### src/rtl/ram_arb_pkg.sv
// Shared types for the RAM port-2 arbiter.
// Covers FSM states, byte enables and the sub-word merge helper.
package ram_arb_pkg;

   typedef enum logic [1:0] {
      IDLE,
      ACCESS,
      MERGE,
      RESP
   } state_t;

   typedef logic [3:0] be_t;

   localparam be_t BE_FULL = 4'hF;
   localparam be_t BE_NONE = 4'h0;

   function automatic logic [31:0] merge_word(
      input logic [31:0] old_w,
      input logic [31:0] new_w,
      input be_t         be
   );
      logic [31:0] w;
      w = old_w;
      for (int i = 0; i < 4; i++) begin
         if (be[i]) begin
            w[8*i +: 8] = new_w[8*i +: 8];
         end
      end
      return w;
   endfunction

endpackage

### src/rtl/rr_arbiter2.sv
// Two-requester round-robin grant.
// rr_last remembers the previous winner; reset prefers requester 0.
module rr_arbiter2 (
   input  logic       clk,
   input  logic       rst_n,
   input  logic [1:0] req,
   input  logic       update,
   output logic [1:0] grant,
   output logic       gnt_id
);

   logic rr_last;

   always_comb begin
      gnt_id = 1'b0;
      grant  = 2'b00;
      unique case (1'b1)
         (req == 2'b11): gnt_id = ~rr_last;
         (req == 2'b01): gnt_id = 1'b0;
         (req == 2'b10): gnt_id = 1'b1;
         default:        gnt_id = 1'b0;
      endcase
      if (req != 2'b00) begin
         grant = gnt_id ? 2'b10 : 2'b01;
      end
   end

   always_ff @(posedge clk or negedge rst_n) begin
      if (!rst_n) begin
         rr_last <= 1'b1;
      end else if (update) begin
         rr_last <= gnt_id;
      end
   end

endmodule

### src/rtl/ram_port_arbiter.sv
// Shares RAM port 2 between the LSU (m0) and debug loader (m1).
// Sub-word stores become read-modify-write; out-of-range skips the RAM.
module ram_port_arbiter
   import ram_arb_pkg::*;
#(
   parameter int unsigned MEM_SIZE = 4096
) (
   input  logic        clk,
   input  logic        rst_n,
   input  logic        m0_req,
   output logic        m0_ready,
   input  logic        m0_we,
   input  logic [31:0] m0_addr,
   input  logic [3:0]  m0_be,
   input  logic [31:0] m0_wdata,
   output logic        m0_rvalid,
   output logic [31:0] m0_rdata,
   output logic        m0_err,
   input  logic        m1_req,
   output logic        m1_ready,
   input  logic        m1_we,
   input  logic [31:0] m1_addr,
   input  logic [3:0]  m1_be,
   input  logic [31:0] m1_wdata,
   output logic        m1_rvalid,
   output logic [31:0] m1_rdata,
   output logic        m1_err,
   output logic [31:0] ram_addr,
   output logic        ram_we,
   output logic [31:0] ram_wd,
   input  logic [31:0] ram_rd
);

   localparam logic [31:0] ADDR_MAX = 32'(MEM_SIZE - 4);

   state_t      state;
   logic        owner;
   logic        we_q;
   be_t         be_q;
   logic [31:0] wdata_q;
   logic [31:0] rsp_data;
   logic        rsp_err;
   logic        m0_rv;
   logic        m1_rv;

   logic [1:0]  grant;
   logic        gnt_id;
   logic        hs;
   logic        sel_we;
   be_t         sel_be;
   logic [31:0] sel_wdata;
   logic [31:0] sel_raw;
   logic [31:0] sel_addr;

   rr_arbiter2 u_rr (
      .clk    (clk),
      .rst_n  (rst_n),
      .req    ({m1_req, m0_req}),
      .update (hs),
      .grant  (grant),
      .gnt_id (gnt_id)
   );

   // Grants only surface in IDLE and never while reset is held.
   assign m0_ready = grant[0] & (state == IDLE) & rst_n;
   assign m1_ready = grant[1] & (state == IDLE) & rst_n;
   assign hs       = m0_ready | m1_ready;

   assign sel_we    = gnt_id ? m1_we    : m0_we;
   assign sel_be    = gnt_id ? m1_be    : m0_be;
   assign sel_wdata = gnt_id ? m1_wdata : m0_wdata;
   assign sel_raw   = gnt_id ? m1_addr  : m0_addr;
   assign sel_addr  = sel_raw & ~32'h3;

   assign m0_rvalid = m0_rv;
   assign m1_rvalid = m1_rv;
   assign m0_rdata  = m0_rv ? rsp_data : 32'h0;
   assign m1_rdata  = m1_rv ? rsp_data : 32'h0;
   assign m0_err    = m0_rv & rsp_err;
   assign m1_err    = m1_rv & rsp_err;

   always_ff @(posedge clk or negedge rst_n) begin
      if (!rst_n) begin
         state    <= IDLE;
         owner    <= 1'b0;
         we_q     <= 1'b0;
         be_q     <= BE_NONE;
         wdata_q  <= 32'h0;
         rsp_data <= 32'h0;
         rsp_err  <= 1'b0;
         m0_rv    <= 1'b0;
         m1_rv    <= 1'b0;
         ram_addr <= 32'h0;
         ram_we   <= 1'b0;
         ram_wd   <= 32'h0;
      end else begin
         m0_rv  <= 1'b0;
         m1_rv  <= 1'b0;
         ram_we <= 1'b0;
         unique case (state)
            IDLE: begin
               if (hs) begin
                  owner   <= gnt_id;
                  we_q    <= sel_we;
                  be_q    <= sel_be;
                  wdata_q <= sel_wdata;
                  if (sel_addr > ADDR_MAX) begin
                     rsp_err  <= 1'b1;
                     rsp_data <= 32'h0;
                     m0_rv    <= ~gnt_id;
                     m1_rv    <= gnt_id;
                     state    <= RESP;
                  end else begin
                     rsp_err  <= 1'b0;
                     ram_addr <= sel_addr;
                     state    <= ACCESS;
                     if (sel_we && sel_be == BE_FULL) begin
                        ram_we <= 1'b1;
                        ram_wd <= sel_wdata;
                     end
                  end
               end
            end
            ACCESS: begin
               unique case (1'b1)
                  !we_q: begin
                     rsp_data <= ram_rd;
                     m0_rv    <= ~owner;
                     m1_rv    <= owner;
                     state    <= RESP;
                  end
                  we_q && (be_q == BE_FULL || be_q == BE_NONE): begin
                     rsp_data <= 32'h0;
                     m0_rv    <= ~owner;
                     m1_rv    <= owner;
                     state    <= RESP;
                  end
                  default: begin
                     ram_wd <= merge_word(ram_rd, wdata_q, be_q);
                     ram_we <= 1'b1;
                     state  <= MERGE;
                  end
               endcase
            end
            MERGE: begin
               rsp_data <= 32'h0;
               m0_rv    <= ~owner;
               m1_rv    <= owner;
               state    <= RESP;
            end
            RESP: begin
               state <= IDLE;
            end
            default: state <= IDLE;
         endcase
      end
   end

endmodule

### config.mk
export PLATFORM = sky130hd
export DESIGN_NAME = ram_port_arbiter
export DESIGN_NICKNAME = d
export VERILOG_FILES = /design/src/rtl/ram_arb_pkg.sv /design/src/rtl/rr_arbiter2.sv /design/src/rtl/ram_port_arbiter.sv
export SDC_FILE = /design/constraint.sdc
export NUM_CORES = 1
export LEC_CHECK = 0
export CAP_MARGIN = 20
export CORE_UTILIZATION = 39
export DETAILED_ROUTE_END_ITERATION = 8
export PLACE_DENSITY = 0.83
export SLEW_MARGIN = 5
export SYNTH_ARGS = -nofsm -noshare
export SYNTH_HDL_FRONTEND = slang
export SYNTH_SLANG_ARGS = --single-unit
### constraint.sdc
create_clock -name clk -period 2.09 [get_ports clk]
set_input_delay 0.3135 -clock clk [delete_from_list [all_inputs] [get_ports clk]]
set_output_delay 0.3135 -clock clk [all_outputs]
set_load 0.02 [all_outputs]
* Word-level counts from Yosys, hierarchy flattened *
Cells that the tools add are included.

storage, ports and cells
  memory bits (read-only) = 0
  word-level logic and storage cells = 92
  register bits = 139
  memories kept = 0
  latch bits = 0
  input port bits = 174
  output and inout bits = 135
  memory bits (writable) = 0

operators by class
  multiplexer cells = 40
  multipliers = 0
  $lt $le $gt $ge = 1
  divide/modulo/power cells = 0
  shifts and indexed selects = 0
  equality and inequality tests = 13
  add/subtract/negate cells = 0
  reductions and logical operators = 14
  bitwise gates (word level) = 11

operators by type and width
  cell                                                  number
  2-to-1 mux 32 bit                                     10
  case mux 32 bit (2 select lines)                      2
  case mux 32 bit (3 select lines)                      1
  > comparator 32 x 12 -> 1 bit, second input constant  1
  2-to-1 mux 8 bit                                      4
  2-to-1 mux 1 bit                                      13
  == test 2 bit, second input constant                  4
  == test 4 bit, second input constant                  2
  2-to-1 mux 2 bit                                      4
  case mux 2 bit (4 select lines)                       1
  AND 1 bit                                             6
  != test 2 bit, second input constant                  3
  case mux 1 bit (3 select lines)                       2
  AND reduction 5 bit                                   1
  zero test 4 bit                                       1
  2-to-1 mux 4 bit                                      1
  != test 2 x 1 -> 1 bit, second input constant         2
  inverter 1 bit                                        4
  case mux 1 bit (2 select lines)                       2
  AND reduction 4 bit                                   1
  nonzero test 2 bit                                    2
  != test 3 bit, second input constant                  1
  AND reduction 3 bit                                   1
  nonzero test 3 bit                                    1
  other kinds (8)                                       9

* Logic depth before layout (Yosys ltp) *
Gate-level depths: netlist (run 1).

  depth after elaboration = 9
  mapped depth = 9
  gate-level depth less buffers = 7

* Modules after synthesis *
From an unflattened synthesis (run 1), not the netlist that was laid out.

second synthesis, totals
  cell total of the unflattened synthesis = 643
  area, all modules = 7046.8 µm²

modules (own cells, without submodules)
  module            cells each  sequential area each (µm²)  times used  area an instance (µm²)
  ram_port_arbiter  637         3453.3                      1           6975.4
  rr_arbiter2       6           26.3                        1           71.3

* Worst setup path after synthesis (run 1) *
No wires, ideal clock.

  path kind = register to register
  from = register be_q[3]
  to = register ram_wd[0]
  slack = 0.008 ns
  buffers on the path = 2
  library setup time = 0.125 ns
  period minus slack after synthesis = 2.082 ns
  cell stages (with the launch flop) = 8
  data arrival time = 1.957 ns
  required time = 1.965 ns
  cells stage by stage = dfrtp_1 -> buf_6 -> or4_4 -> a31oi_4 -> a21oi_2 -> o211ai_4 -> buf_12 -> mux2_4

between the ends
  word-level cells in the longest chain between the ends = 6
  elaborated cells on any way between the ends = 7
  classes of those cells = eq/ne (2); reduce/logical (5)

ends and longest elaborated chain
  item                                              RTL line                 RTL
  from (decl)                                       ram_port_arbiter.sv:39   be_t be_q;
  from (signal assigned)                            ram_port_arbiter.sv:105  be_q <= sel_be;
  == test 4 bit or zero test 4 bit (tied branches)  ram_port_arbiter.sv:132  we_q && (be_q == BE_FULL || be_q == BE_NONE): begin
  logical OR 1 bit *                                ram_port_arbiter.sv:132
  logical AND 1 bit *                               ram_port_arbiter.sv:132
  OR reduction 2 bit (no line) *                    --
  != test 2 bit (no line) *                         --
  AND reduction 5 bit (no line) *                   --
  to (signal assigned)                              ram_port_arbiter.sv:119  ram_wd <= sel_wdata;
  to (signal assigned)                              ram_port_arbiter.sv:139  ram_wd <= merge_word(ram_rd, wdata_q, be_q);
  to (decl)                                         ram_port_arbiter.sv:30   output logic [31:0] ram_wd,

Mark *: on every way between the ends. The rest lies on a longest branch, timed or not.
A chain may end at the register's enable or synchronous reset.

* Final worst setup path (run 1) *
  from = register u_rr.rr_last
  to = register ram_wd[19]

between the ends
  word-level cells in the longest chain between the ends = 9
  elaborated cells on any way between the ends = 24
  classes of those cells = order compare (1); eq/ne (4); mux (11); bitwise (6); reduce/logical (2)

ends and longest elaborated chain
  item                                                                                   RTL line           RTL
  from (decl)                                                                            rr_arbiter2.sv:12  logic rr_last;
  from (signal assigned)                                                                 rr_arbiter2.sv:32  rr_last <= gnt_id;
  inverter 1 bit *                                                                       rr_arbiter2.sv:18  (req == 2'b11): gnt_id = ~rr_last;
  case mux 1 bit (2 select lines) *                                                      rr_arbiter2.sv:17  unique case (1'b1)
  parallel branches: the longest is 7 deep, another holds > comparator 32 x 12 -> 1 bit  --

Mark *: on every way between the ends. The select of a mux whose other input is x is not followed.

==> summary.md, run 1 <==
| Metric | Value |
|---|---|
| Min Tclk post-route | `around 2100 ps` |
| Final ANT Viol Nets | `0` |
| Hpwl dp | `16.9 mm` |
| Mux cell area share after synthesis | `16.7%` |
| Boundary Pins | `slightly above 300` |
| RSZ-0062 raised after global routing | `true` |
| Area delta synth->final | `62.0%` |
| TNS Setup | `0 ps` |
| Cts bufs inserted | `17` |
| Clock skew | `7.62 ps` |
| Worst min path class | `primary input to async pin` |
| Final worst slack | `between 1 and 1.5 ps` |
| Gr ovfl total | `0` |
| Syn_area_per_cell | `10.1 sq um` |
| Cells after synthesis | `around 730` |
| Die area | `~0.019 sq mm` |
| Core Region | `~0.018 sq mm` |
| Crit path max-delay family | `flip-flops` |
| Worst vdd ir | `0.683 mV` |
| Synth area leaders | `dfrtp_1, mux2i_1, and2_1` |
| Max-slew violation count | `0` |
| Max capacitance violation total | `0` |
| Mapped Area | `~0.0073 sq mm` |
| Share of cells above drive strength 1 | `15.3%` |
| Fillers | `1,419` |
| Post-synth ARST share | `100%` |
| Clock Tree Root | `clkbuf_16` |
| Crit-path slowest cell | `dfstp_2` |
| Clock sink count | `about 140` |
| 1st-iter DRT viols | `300` |
| Crit-path max FO | `8` |
| DRC viols | `18` |
| Drt pass-1 iters | `9` |
| EDFF count, synth | `0` |
| Final core occ | `roughly 65%` |
| DRT Wirelength | `around 24 mm` |
| CP arrival | `approximately 2400 ps` |
| H-Tree Depth | `4` |
| PwrDens | `between 1000 and 1500 mW/mm^2` |
| Clock Latency Late Sink | `420 ps` |
| Fmax | `roughly 0.48 GHz` |
| TritonCTS clock tree | `done` |
| Global-route wire length before repair | `~36 mm` |
| Initial antenna violation count | `0` |
| Startpoint Class | `flop` |
| Result of the run | `complete, but fails checks` |
| Avg WL per Cell | `about 18 um` |
| Slew HR | `48.9%` |
| Dpl cells | `~1,300` |
| Die width | `139 um` |
| DP Worst Slack | `-444 ps` |
| Vias | `6,537` |
| Worst Setup End Kind | `flop` |
| Die height | `139 um` |
| Sequential share of the synthesized area | `about 47%` |
| Post-Layout Cell Count | `~1,300` |
| CP required | `approximately 2400 ps` |
| IO buf count | `302` |
| Xor and xnor area share after synthesis | `0%` |
| Detailed-route vias per instance | `approximately 5.0` |
| Initial cell density of the core | `between 40% and 50%` |
| Post-synthesis adder-cell area fraction | `less than 1%` |
| Synth Area in Simple Gates | `a little under a fifth` |
| Post-layout nets | `1,247` |
| Distinct cell type count after synthesis | `between 40 and 50` |
| Worst slew pin tran | `767 ps` |
| Vias in the first global route | `around 6,700` |
| Leak | `6.17 nW` |
| Crit path largest cell delay | `590 ps` |
| Worst Path Buf+Inv | `2` |
| GRT Total Usage | `23.7%` |
| Largest family of logic cells by synthesized area | `simple AND/OR/NAND/NOR gates` |
| Cell taking the most area after synthesis | `dfrtp_1` |
| Synth Register Bits | `~140` |
| FP Rows | `about 50` |
| Largest net degree at the start of global routing | `a little over 60` |
| Final setup vio count | `0` |
| Compound-cell area share of the yosys netlist | `a little over a tenth` |
| GPL Wtd Cong | `approximately 0.8` |
| Synth Flop Type | `dfrtp_1` |
| Worst-path cell chain | `a21bo_4 > nand4_1 > a22oi_4 > o211ai_4 > buf_12 > clkbuf_16 > mux2_4` |
| Bufs on Longest Clock Path | `2` |
| Crit share post-route | `about 100%` |
| Synth top area share | `47.0%` |
| Failing checks | `design-rule violations` |
| Setup CP Type | `flop to flop` |
| Clock-pin slew on the worst setup and hold paths | `about 60 ps` |
| Antenna Cells | `0` |
| Final Hold Viols | `0` |
| Ys Warns | `0` |
repair_timing:
action,4_1_cts,5_1_grt
setup buffers,1,4
endpoints found under the setup margin,33,103
gates cloned,0,4
hold buffers,1,0
pin swaps,0,7
gates resized for setup,21,59
endpoints found under the hold margin,20,0
worst paths after layout:
path | startpoint | end | slack [ps] | depth (start not counted)
max in group asynchronous | rst_n | rsp_data[26]$_DFFE_PN0P_ | 590 | 4
min in group clk | ram_rd[4] | rsp_data[4]$_DFFE_PN0P_ | 470 | 3
max | u_rr.rr_last$_DFFE_PN1N_ | ram_wd[19]$_DFFE_PN0P_ | 1 | 7
max reg2reg | u_rr.rr_last$_DFFE_PN1N_ | ram_wd[19]$_DFFE_PN0P_ | 1 | 7
min reg2reg | wdata_q[12]$_DFFE_PN0P_ | wdata_q[12]$_DFFE_PN0P_ | 480 | 2
min | rst_n | ram_addr[6]$_DFFE_PN0P_ | 460 | 3
per-layer routing:
layer | GRT usage (%) | wire length (um) | up-vias
met5 | 0 | 0 | -
met2 | 41.8 | 12000 | 223
met3 | 5.88 | 1360 | 36
met4 | 7.95 | 428 | 0
met1 | 28.2 | 9690 | 3144
li1 | - | - | 3134
state kept, by name, summed over array words and instances, names as in the netlist:
name          count
ram_addr         30
be_q              4
owner             1
wdata_q          32
rsp_data         32
m1_rvalid         1
ram_wd           32
u_rr.rr_last      1
we_q              1
rsp_err           1
state             2
m0_rvalid         1
ram_we            1
power by group:
| group | switching (mW) | internal, mW |
|---|---|---|
| registers | 0.599 | 3.67 |
| logic | 3.65 | 3.75 |
| clock network | 1.16 | 2.05 |
Yosys cell counts, types with 5 or more instances:
cell,count
dfrtp_1,138
nand2_1,112
and2_1,86
mux2i_1,64
o21ai_0,38
inv_1,37
a21oi_1,35
clkbuf_1,33
nor2b_1,33
a211oi_1,32
mux2_4,30
mux2_2,12
nor4_1,10
buf_2,9
nor2_1,8
nand3_1,6
a31oi_1,5
nand4_1,5
stage by stage:
stage	hold WS, ps	total power [mW]	cell area (sq um)
floorplan	17.9	8.36	7350
global placement	315	11.0	10900
detailed placement	319	11.2	10900
CTS	449	14.4	11600
global route	471	15.7	11900
finish	460	14.9	11900
placed cells by master, fill, tap and decap left out, drive strengths merged, types with 2 or more instances in the layout:
cell type	synthesis	routed
clkinv	0	5
dlygate4sd2	0	10
nor2	8	8
inv	37	37
nand2b	2	2
conb	1	2
nand2	112	112
dlymetal6s2s	0	43
nand4	5	5
clkinvlp	0	3
nor2b	33	33
o211ai	2	2
nor4	10	10
buf	19	69
mux2i	64	64
clkdlybuf4s50	0	246
a211oi	32	32
clkbuf	33	23
mux2	42	42
ha	4	4
bufinv	0	4
o21ai	38	38
a21oi	37	37
nand3	6	6
a31oi	6	6
dfrtp	138	138
and2	86	86
worst register-to-register path, cell delays in order, from the launching register on:
cell	delay, ps
dfstp_2	590
a21bo_4	180
nand4_1	170
a22oi_4	280
o211ai_4	120
buf_12	160
clkbuf_16	180
mux2_4	300
cell type report:
type                            count  area (sq um)  area share, %
Timing Repair Buffer              373          3860           32.5
Clock buffer                       19           453           3.81
Sequential cell                   139          3480           29.3
Tap cell                          229           287           2.41
Clock inverter                     12           171           1.44
Multi-Input combinational cell    501          3500           29.4
Inverter                           37           139           1.17
logic make-up (layout without fill, tap and decap cells):
logic type / after synthesis / after routing
AO/OA/AOI/OAI: 123 / 123
adder cells (fa/ha/maj): 4 / 4
buffers and inverters: 89 / 441
flip-flops: 139 / 139
multiplexers: 106 / 106
other: 1 / 2
AND/OR/NAND/NOR: 266 / 266
No activity file was read; power rests on OpenSTA's default activity.
==> inputs of run 2 (changes only) <==
--- a/config.mk
+++ b/config.mk
@@ -8,7 +8,9 @@
 export CAP_MARGIN = 20
 export CORE_UTILIZATION = 39
 export DETAILED_ROUTE_END_ITERATION = 8
+export MAX_ROUTING_LAYER = met4
 export PLACE_DENSITY = 0.83
+export SKIP_LAST_GASP = 1
 export SLEW_MARGIN = 5
 export SYNTH_ARGS = -nofsm -noshare
 export SYNTH_HDL_FRONTEND = slang
==> run 2 against run 1 <==
Effect of this change:
- the flow still finishes with violations (design-rule violations)
- non-clock buffer count unchanged
- via count hardly changed
- global-route usage increased by 0.78 points
- worst hold slack worse by 6.7 ps
- final cell count unchanged
- critical path type unchanged
- critical endpoint unchanged
- largest cell class unchanged
==> summary.md, run 2 (same netlist as run 1, synthesis figures left out) <==
| Metric | Value |
|---|---|
| DRT Wirelength | `23.4 mm (-0.61%)` |
| Hpwl dp | `16.9 mm (unchanged)` |
| R2r worst-path depth | `7 (unchanged)` |
| FP Rows | `49 (unchanged)` |
| GRT Total Usage | `24.5% (+0.78 points)` |
| Area delta synth->final | `61.6%` |
| Slew HR | `49.2% (+0.28 points)` |
| Gr ovfl total | `0 (unchanged)` |
| Clock Latency Late Sink | `420 ps (about the same)` |
| RSZ-0062 raised after global routing | `true` |
| Final setup vio count | `0 (unchanged)` |
| PwrDens | `1250 mW/mm^2 (+0.16%)` |
| Core Region | `0.0182 sq mm (unchanged)` |
| CP required | `2390 ps (about the same)` |
| Min Tclk post-route | `2080 ps (-11.5 ps)` |
| IO buf count | `302 (unchanged)` |
| Post-layout nets | `1,247 (unchanged)` |
| Detailed-route vias per instance | `4.99 (about the same)` |
| FF-to-FF End | `ram_wd[19]$_DFFE_PN0P_` |
| Initial antenna violation count | `0 (unchanged)` |
| Crit-path max FO | `8 (unchanged)` |
| Worst min path class | `primary input to async pin` |
| Die height | `139 um (unchanged)` |
| Avg WL per Cell | `17.8 um (-0.61%)` |
| Final Power | `14.9 mW (-0.10%)` |
| Clock skew | `7.97 ps (+0.350 ps)` |
| Clock-pin slew on the worst setup and hold paths | `60 ps (about the same)` |
| Drt pass-1 iters | `9 (unchanged)` |
| Vias in the first global route | `6,655 (-0.30%)` |
| Cts bufs inserted | `17 (unchanged)` |
| Placed instance area | `0.0109 sq mm (unchanged)` |
| Bufs on Longest Clock Path | `2 (unchanged)` |
| Antenna Cells | `0 (unchanged)` |
| Worst vdd ir | `0.680 mV (-0.44%)` |
| Fmax | `0.481 GHz (+0.55%)` |
| Final Hold Viols | `0 (unchanged)` |
| Setup CP Type | `flop to flop` |
| Fillers | `1,424 (+0.35%)` |
| Initial cell density of the core | `40.3% (unchanged)` |
| Die area | `0.0194 sq mm (unchanged)` |
| Worst slew pin tran | `763 ps (-4.23 ps)` |
| Max capacitance violation total | `0 (unchanged)` |
| Failing checks | `design-rule violations` |
| Clock Tree Root | `clkbuf_16` |
| Boundary Pins | `309 (unchanged)` |
| Most common cell after layout, fill and taps aside | `clkdlybuf4s50_1` |
| Register Area | `0.00348 sq mm (unchanged)` |
| Crit share post-route | `99.4% (-0.55 points)` |
| Multi-input gate area | `0.00350 sq mm (-0.11%)` |
| Global-route wire length before repair | `35.6 mm (about the same)` |
| Clock sink count | `139 (unchanged)` |
| DRC viols | `18 (unchanged)` |
| RR Startpoint | `be_q[0]$_DFFE_PN0P_` |
| CP arrival | `2380 ps (about the same)` |
| GPL Wtd Cong | `0.800 (+1.4%)` |
| Die width | `139 um (unchanged)` |
| Share of cells above drive strength 1 | `15.3% (unchanged)` |
| Flop-to-flop setup slack | `10 ps (about the same)` |
| Final Cell Area | `0.0119 sq mm (-0.26%)` |
| Regs by FF count | `ram_wd (32), rsp_data (32), wdata_q (32)` |
| Most frequent cells in the layout | `clkdlybuf4s50_1, dfrtp_1, nand2_1` |
| TritonCTS clock tree | `done` |
| Final ANT Viol Nets | `0 (unchanged)` |
| Worst Setup End Kind | `flop` |
| Startpoint Class | `flop` |
| 1st-iter DRT viols | `295 (-1.7%)` |
| Result of the run | `complete, but fails checks` |
| Vias | `6,541 (+0.061%)` |
| Leak | `6.03 nW (-2.2%)` |
| Max-slew violation count | `0 (unchanged)` |
| H-Tree Depth | `4 (unchanged)` |
| Largest net degree at the start of global routing | `61 (unchanged)` |
-- run 2: cell types whose count changed in the layout (fill, tap and decap cells not counted) --
cell / previous run / this run
nor4_1: 9 / 8
nand2_2: 1 / 0
nor4_2: 1 / 2
a21boi_4: 1 / 0
nand2_1: 111 / 112
a21boi_2: 0 / 1
clkdlybuf4s50_1: 246 / 253
dlymetal6s2s_1: 43 / 36
buf_8: 1 / 0
buf_2: 0 / 1
-- run 2: worst max path at each step --
| stage | startpoint | endpoint |
|---|---|---|
| 5_1_grt | state[1]$_DFFE_PN0N_ | m1_ready |
| 6_report | be_q[0]$_DFFE_PN0P_ | ram_wd[19]$_DFFE_PN0P_ |
| 3_5_place_dp | m1_req | ram_wd[12]$_DFFE_PN0P_ |
| 3_3_place_gp | m1_req | ram_wd[12]$_DFFE_PN0P_ |
| 2_1_floorplan | be_q[3]$_DFFE_PN0P_ | ram_wd[0]$_DFFE_PN0P_ |
| 4_1_cts | state[0]$_DFFE_PN0N_ | m1_ready |
-- run 2: layout make-up --
cell class / instances / area share [%]
repair buffers: 373 / 32.3
multi-input cells: 501 / 29.5
flip-flops and latches: 139 / 29.3
clock buffers: 19 / 3.82
well taps: 229 / 2.42
clock inverters: 12 / 1.44
inverters: 37 / 1.17
-- run 2: critical path, cell delays in order (launching register included) --
cell and delay (ps):
dfrtp_1 380, or4_4 570, a31oi_4 200, a21oi_2 70, o211ai_4 90, buf_12 170, clkbuf_16 170, mux2_4 300
-- run 2: per-layer routing --
layer	vias to the layer above	part of all wire, %	track usage, %
li1	3132	-	-
met1	3150	42	28.8
met2	224	51	41.8
met3	35	5.3	5.13
met4	0	1.7	7.95
met5	-	0	-
-- run 2: power by group --
group | internal [mW] | total [mW] | switching, mW
Sequential | 3.67 | 4.26 | 0.595
Clock | 2.05 | 3.21 | 1.16
Combinational | 3.75 | 7.39 | 3.65
Total | 9.46 | 14.9 | 5.41
-- run 2: stage by stage --
stage	hold WS, ps	util, %	setup slack, ps	cells	TNS [ps]
4_1_cts	449	63.6	-81.9	1302	-112
5_1_grt	472	65.2	-49.4	1310	-1180
3_5_place_dp	319	60.1	-444	1269	-28260
2_1_floorplan	17.9	-	7.89	729	0
3_3_place_gp	315	60.1	-394	1269	-23730
6_report	454	65.2	12.6	1310	0
-- run 2: what timing repair did --
item | 4_1_cts | 5_1_grt
buffers inserted | 1 | 4
endpoints found under the setup margin | 33 | 103
hold endpoints to repair | 20 | 0
hold buffers | 1 | 0
pin swaps | 0 | 8
gates cloned | 0 | 4
resized for setup | 19 | 50
